## src/rtl/mux_nto1_reg.sv

```systemverilog
// Registered N-to-1 channel multiplexer with fixed-select or round-robin grant,
// a single-entry valid/ready output register and a count of accepted input words.
module mux_nto1_reg #(
  parameter int WIDTH = 8,
  parameter int CH    = 4,
  parameter int SEL_W = 2
) (
  input  logic                clk,
  input  logic                rst,
  input  logic [CH*WIDTH-1:0] in_data,
  input  logic [CH-1:0]       in_valid,
  output logic [CH-1:0]       in_ready,
  input  logic                mode,
  input  logic [SEL_W-1:0]    sel,
  output logic [WIDTH-1:0]    out_data,
  output logic [SEL_W-1:0]    out_ch,
  output logic                out_valid,
  input  logic                out_ready,
  output logic [15:0]         xfer_cnt
);

  localparam int               NPAD    = 2 ** SEL_W;
  localparam logic [SEL_W:0]   CH_L    = (SEL_W + 1)'(CH);
  localparam logic [SEL_W-1:0] PTR_RST = SEL_W'(CH - 1);

  logic [WIDTH-1:0] r_out_data;
  logic [SEL_W-1:0] r_out_ch;
  logic             r_out_valid;
  logic [15:0]      r_xfer_cnt;
  logic [SEL_W-1:0] r_ptr;

  logic [NPAD-1:0]  w_vld_pad;
  logic [NPAD-1:0]  w_rdy_pad;
  logic [WIDTH-1:0] w_ch_data [NPAD];
  logic [SEL_W-1:0] w_gnt;
  logic             w_gnt_vld;
  logic             w_sel_ok;
  logic             w_slot_free;
  logic             w_xfer;

  // Returns {found, index}. Scanning from the farthest candidate back toward ptr+1
  // lets the nearest valid channel overwrite earlier hits, giving first-match order.
  function automatic logic [SEL_W:0] rr_pick(input logic [NPAD-1:0] vld,
                                             input logic [SEL_W-1:0] ptr);
    logic [SEL_W:0] res;
    logic [SEL_W:0] idx;
    res = '0;
    for (int k = CH; k >= 1; k--) begin
      idx = {1'b0, ptr} + (SEL_W + 1)'(k);
      if (idx >= CH_L) idx = idx - CH_L;
      if (vld[idx[SEL_W-1:0]]) res = {1'b1, idx[SEL_W-1:0]};
    end
    return res;
  endfunction

  for (genvar gi = 0; gi < NPAD; gi++) begin : g_pad
    if (gi < CH) begin : g_real
      assign w_ch_data[gi] = in_data[gi*WIDTH +: WIDTH];
    end else begin : g_zero
      assign w_ch_data[gi] = '0;
    end
  end

  assign w_vld_pad   = NPAD'(in_valid);
  assign w_sel_ok    = ({1'b0, sel} < CH_L);
  assign w_slot_free = !r_out_valid || out_ready;

  always_comb begin
    w_gnt     = '0;
    w_gnt_vld = 1'b0;
    if (mode) begin
      {w_gnt_vld, w_gnt} = rr_pick(w_vld_pad, r_ptr);
    end else begin
      w_gnt_vld = w_sel_ok;
      w_gnt     = sel;
    end
  end

  // Grant stage: only the granted channel may see ready, and never during reset.
  assign w_rdy_pad = (w_gnt_vld && w_slot_free && !rst) ? (NPAD'(1) << w_gnt) : '0;
  assign in_ready  = w_rdy_pad[CH-1:0];
  assign w_xfer    = |(w_rdy_pad & w_vld_pad);

  // Output register stage
  always_ff @(posedge clk) begin
    if (rst) begin
      r_out_valid <= 1'b0;
      r_out_data  <= '0;
      r_out_ch    <= '0;
      r_xfer_cnt  <= '0;
      r_ptr       <= PTR_RST;
    end else if (w_xfer) begin
      r_out_valid <= 1'b1;
      r_out_data  <= w_ch_data[w_gnt];
      r_out_ch    <= w_gnt;
      r_xfer_cnt  <= r_xfer_cnt + 16'd1;
      if (mode) r_ptr <= w_gnt;
    end else if (out_ready) begin
      r_out_valid <= 1'b0;
    end
  end

  assign out_data  = r_out_data;
  assign out_ch    = r_out_ch;
  assign out_valid = r_out_valid;
  assign xfer_cnt  = r_xfer_cnt;

endmodule

```

## config.mk

```make
export PLATFORM = sky130hd
export DESIGN_NAME = mux_nto1_reg
export DESIGN_NICKNAME = d
export VERILOG_FILES = /design/src/rtl/mux_nto1_reg.sv
export SDC_FILE = /design/constraint.sdc
export NUM_CORES = 1
export LEC_CHECK = 0
export ABC_AREA = 1
export BUFFER_PORTS_ARGS = -buffer_cell sky130_fd_sc_hd__buf_4
export CAP_MARGIN = 5
export CORE_MARGIN = 2
export CORE_UTILIZATION = 50
export CTS_CLUSTER_DIAMETER = 30
export DETAILED_ROUTE_END_ITERATION = 10
export GPL_TIMING_DRIVEN = 0
export PLACE_DENSITY = 0.8
export SLEW_MARGIN = 20
export SYNTH_ARGS = -nofsm -noshare
export SYNTH_HDL_FRONTEND = slang
export SYNTH_SLANG_ARGS = --single-unit
```

## constraint.sdc

```tcl
create_clock -name clk -period 5.75 [get_ports clk]
set_clock_uncertainty 0.15 [all_clocks]
set_input_delay 0.575 -clock clk [delete_from_list [all_inputs] [get_ports clk]]
set_output_delay 0.575 -clock clk [all_outputs]
set_load 0.02 [all_outputs]
```

# ---- Yosys cells after proc, flatten, opt, wreduce, memory -nomap -nowiden
# Index checks and enable logic that the tools add are counted.
dict set report op_classes {
  n_addsub 9
  n_lt_le_gt_ge 9
  n_shift 1
  muxes 28
  bitwise_logic 2
  n_reduce_logical 8
}
# op n
set op_table {}
lappend op_table {{2-bit two-way mux} 9}
lappend op_table {{16-bit by 1-bit adder with 16-bit output (second input constant)} 1}
lappend op_table {{8-bit binary-select mux with 2-bit select} 1}
lappend op_table {{8-bit two-way mux} 2}
lappend op_table {{3-bit greater-or-equal comparator (second input constant)} 5}
lappend op_table {{2-bit by 3-bit < comparator with 1-bit output (second input constant)} 4}
lappend op_table {{3-bit two-way mux} 4}
lappend op_table {{1-bit binary-select mux with 2-bit select} 4}
lappend op_table {{2-bit by 1-bit subtractor with 2-bit output (second input constant)} 4}
lappend op_table {{1-bit two-way mux} 7}
lappend op_table {{2-bit by 2-bit adder with 3-bit output (second input constant)} 2}
lappend op_table {{4-bit AND} 1}
lappend op_table {{4-bit two-way mux} 1}
lappend op_table {{4-bit OR reduction} 1}
lappend op_table {{1-bit by 2-bit left shift with 4-bit output (first input constant)} 1}
lappend op_table {{2-bit by 1-bit adder with 3-bit output (second input constant)} 1}
lappend op_table {{2-bit by 3-bit adder with 3-bit output (second input constant)} 1}
lappend op_table {{2-bit NOT with 3-bit output} 1}
lappend op_table {{1-bit logical AND} 2}
lappend op_table {{1-bit zero test} 2}
lappend op_table {{2-bit AND reduction} 1}
lappend op_table {{2-bit nonzero test} 1}
lappend op_table {{1-bit logical OR} 1}
dict set report totals {
  reg_bits 29
  inputBits 42
  out_inout_bits 31
  word_cells 62
}

# ---- Longest topological paths before layout
dict set report logic_depth {
  word_depth 17
  mapped_depth 19
  depth_no_buf 18
}

# ---- Least setup slack after synthesis
# No wires, ideal clock.
dict set report synth_path {
  path_type {in2out}
  from {input port in_valid[3]}
  to {output port in_ready[1]}
  arrival_ns 1.839
  t_required_ns 5.025
  slack_ns 3.186
  path_stages 12
  n_path_buf 2
  path_cell_list {inv_1 o21ai_1 nand2_1 nand2_1 nand2_1 nand2_1 nand2_1 nand3_2 nand2_4 buf_6 buf_2 nor2_1}
}
dict set report synth_via {
  elab_chain_cells 10
  word_cells_on_any_way 18
  cone_classes {shift: 1; mux: 15; reduce/logical: 2}
}
# item line
set synth_lines {}
lappend synth_lines {{start, declared} 11} ;# input logic [CH-1:0] in_valid,
lappend synth_lines {{1-bit binary-select mux with 2-bit select} 51} ;# if (vld[idx[SEL_W-1:0]]) res = {1'b1, idx[SEL_W-1:0]};
lappend synth_lines {{1-bit two-way mux (not written as such)} 51}
lappend synth_lines {{3-bit two-way mux (3 in series)} 51}
lappend synth_lines {{3-bit two-way mux *} 51}
lappend synth_lines {{1-bit two-way mux} 71} ;# if (mode) begin
lappend synth_lines {{1-bit logical AND (2 in series)} 80} ;# assign w_rdy_pad = (w_gnt_vld && w_slot_free && !rst) ? (NPAD'(1) << w_gnt) : '0;
lappend synth_lines {{4-bit two-way mux *} 80}
lappend synth_lines {{end, declared} 12} ;# output logic [CH-1:0] in_ready,
# Mark *: on every way between the ends. The rest lies on a longest branch, timed or not. The select of a mux whose other input is x is not followed.

# ---- Worst setup path after layout
# Ends and elaborated chain as after synthesis.

==> summary.txt <==
Status
  – Status: completed

Final layout
  – Fin util: 0.696
  – Commonest non-fill, non-tap cell in the layout: buf_4
  – Area Overhead vs Synth: 32.3%
  – Share of cells above drive strength 1: 0.317
  – Nets@finish: ~450
  – Most frequent cells in the layout: buf_4 (75), nand2_1 (71), inv_1 (39)
  – Antenna cells: 0

STA
  – Final setup TNS: 0 ns
  – Fmax: approximately 360 MHz
  – Final setup viols: 0
  – Slew at the pin closest to its max-slew limit: approximately 0.59 ns
  – Slew headroom: 0.607
  – Setup slack after layout: 2.96 ns
  – Slew Limit Fails: 0
  – Fin crit period: 2.79 ns
  – Unrepaired setup endpoints after global routing: false
  – Fin crit share: 0.486
  – Fin. Hold Viols: 0

Worst setup path
  – Reg2reg path depth: 14
  – Worst-path maximum fanout: 10
  – CP endpoint kind: primary output
  – Critical Path Source Type: input pin
  – Worst Path Required: approximately 5.0 ns
  – Worst Path Arrival: 2.07 ns
  – Critical path class: input pin to primary output

Place
  – GP Congestion: around 0.91
  – DPL Wire Length: between 4000 and 5000 um
  – Port buffer count: 72
  – Post-place setup slack: 2.96 ns

Yosys
  – Yosys cell types: 34
  – Syn_nets: roughly 370
  – #FFs+latches synth: 29
  – Sequential area share after synthesis: 0.272
  – Synth warn: 0
  – Avg Inst Size Synth: about 6.6 um2
  – Cells after synthesis: ~330
  – Post-Syn Area: 2130 um2

Pwr
  – Peak supply drop: approximately 0.20 mV
  – Sw frac: 0.367
  – Sequential share of power: 0.349
  – Combinational power share: 0.397
  – Leakage power: roughly 0.0014 uW
  – Share of total power in the clock network: 0.255
  – Power, Total: 663 uW
  – Internal: roughly 420 uW
  – NetSw: roughly 240 uW
  – Power Density: 235 nW/um2

Detailed routing
  – DR WL/cell: about 12 um
  – Routed WL: 5560 um
  – 1st-pass router iterations: 4
  – Iteration-0 DRC Markers: 73
  – Via/cell ratio: ~5
  – Drt drc: 0
  – Total number of vias: around 2300
  – Final ANT Viol Nets: 0

GRT
  – Vias in the first global route: between 2000 and 2500
  – First-pass GRT wire length: 9600 um
  – Gr ovfl total: 0
  – Antenna violations before repair: 0
  – GRT Overall Usage: 0.240
  – Largest net degree at the start of global routing: 11

Clocking
  – CTS buffer count: 5
  – Post-CTS Setup Bufs: 0
  – CTS Buffer Depth: 2
  – H-tree Lvls: 2
  – CTS root buf: clkbuf_8
  – Worst-Skew Late Latency: 0.29 ns
  – Resize count post-CTS: 0
  – Post-CTS Hold Buffers: 0
  – CTS Sinks: 29
  – CTS tree: yes
  – Clk slew on worst S/H paths: about 0.060 ns

Floorplanning
  – Die span in y: around 70 um
  – Die area: 4810 um2
  – Starting Density: 0.526
  – IO Pins: 73
  – Row Count: 23
  – DIE WIDTH: approximately 69 um
  – Core Box Area: 4060 um2

Worst hold path
  – Hold Path Class: register to register
  – Hold path depth: 2

Run
  – Max-cap violations: 0
worst paths after layout:
| check | startpoint | slack, ns | end |
|---|---|---|---|
| max | in_valid[3] | 2.96 | in_ready[1] |
| min | out_data[5] | 0.35 | out_data[5] |
| max reg2reg | r_ptr[0] | 3.41 | xfer_cnt[12] |
| min reg2reg | out_data[5] | 0.35 | out_data[5] |
power by group through the flow:
stage | sequential, uW | combinational, uW | clock, uW
5_1_grt | 233 | 291 | 182
3_3_place_gp | 234 | 258 | 0
4_1_cts | 231 | 264 | 171
2_1_floorplan | 252 | 160 | 0
3_5_place_dp | 235 | 263 | 0
6_report | 231 | 263 | 169
cells in the mapped netlist, drive strengths merged:
library cell / n / share of area
inv: 43 / 0.077
dfxtp: 29 / 0.27
buf: 9 / 0.041
nand4: 4 / 0.015
o21bai: 8 / 0.032
xnor2: 5 / 0.021
clkbuf: 2 / 0.0035
nor2: 40 / 0.084
o21ai: 13 / 0.032
o211ai: 1 / 0.0035
nand3: 39 / 0.094
nor3: 7 / 0.016
ha: 1 / 0.0059
xor2: 9 / 0.037
or2: 1 / 0.0029
nand2: 88 / 0.19
a21oi: 22 / 0.066
nor4: 4 / 0.012
state kept, by name, summed over array words and instances (netlist names):
name	cells
out_data	8
out_valid	1
xfer_cnt	16
out_ch	2
r_ptr	2
per-layer routing:
metal / track usage / vias up / routed length, um
li1: - / 1197 / -
met3: 0.0770 / 12 / 335
met5: 0 / - / 0
met2: 0.418 / 59 / 2700
met4: 0.0610 / 0 / 82
met1: 0.285 / 1056 / 2440
final cells by class:
cell class	count	area (um2)
Inverter	43	164
Tap cell	50	62.6
Sequential cell	29	581
Multi-Input combinational cell	242	1290
Timing Repair Buffer	72	541
Fill cell	374	1230
Clock buffer	7	86.3
Buffer	11	95.1
through the flow:
| step | cells | hold WS [ns] | cell area, um2 |
|---|---|---|---|
| final | 454 | 0.346 | 2820 |
| after global routing | 454 | 0.368 | 2820 |
| after CTS | 454 | 0.350 | 2820 |
| after detailed placement | 447 | 0.337 | 2740 |
| after global placement | 447 | 0.320 | 2740 |
| after floorplan | 325 | 0.354 | 2130 |
critical path: stages:
cell     delay, ns
buf_4         0.08
inv_1         0.07
o21ai_1       0.23
nand2_1       0.10
nand2_1       0.07
nand2_1       0.07
nand3_1       0.08
nand3_2       0.11
nand2_4       0.10
buf_6         0.14
buf_2         0.20
nor2_1        0.07
buf_4         0.15
kinds of logic after synthesis:
logic type | count (synthesis) | share of synthesized area
adder cells (fa/ha/maj) | 1 | 0.00586
flip-flops | 29 | 0.272
buffers and inverters | 54 | 0.121
AND/OR/NAND/NOR | 183 | 0.410
AO/OA/AOI/OAI | 44 | 0.133
XOR/XNOR | 14 | 0.0575
Power figures use the tool's default switching activity.
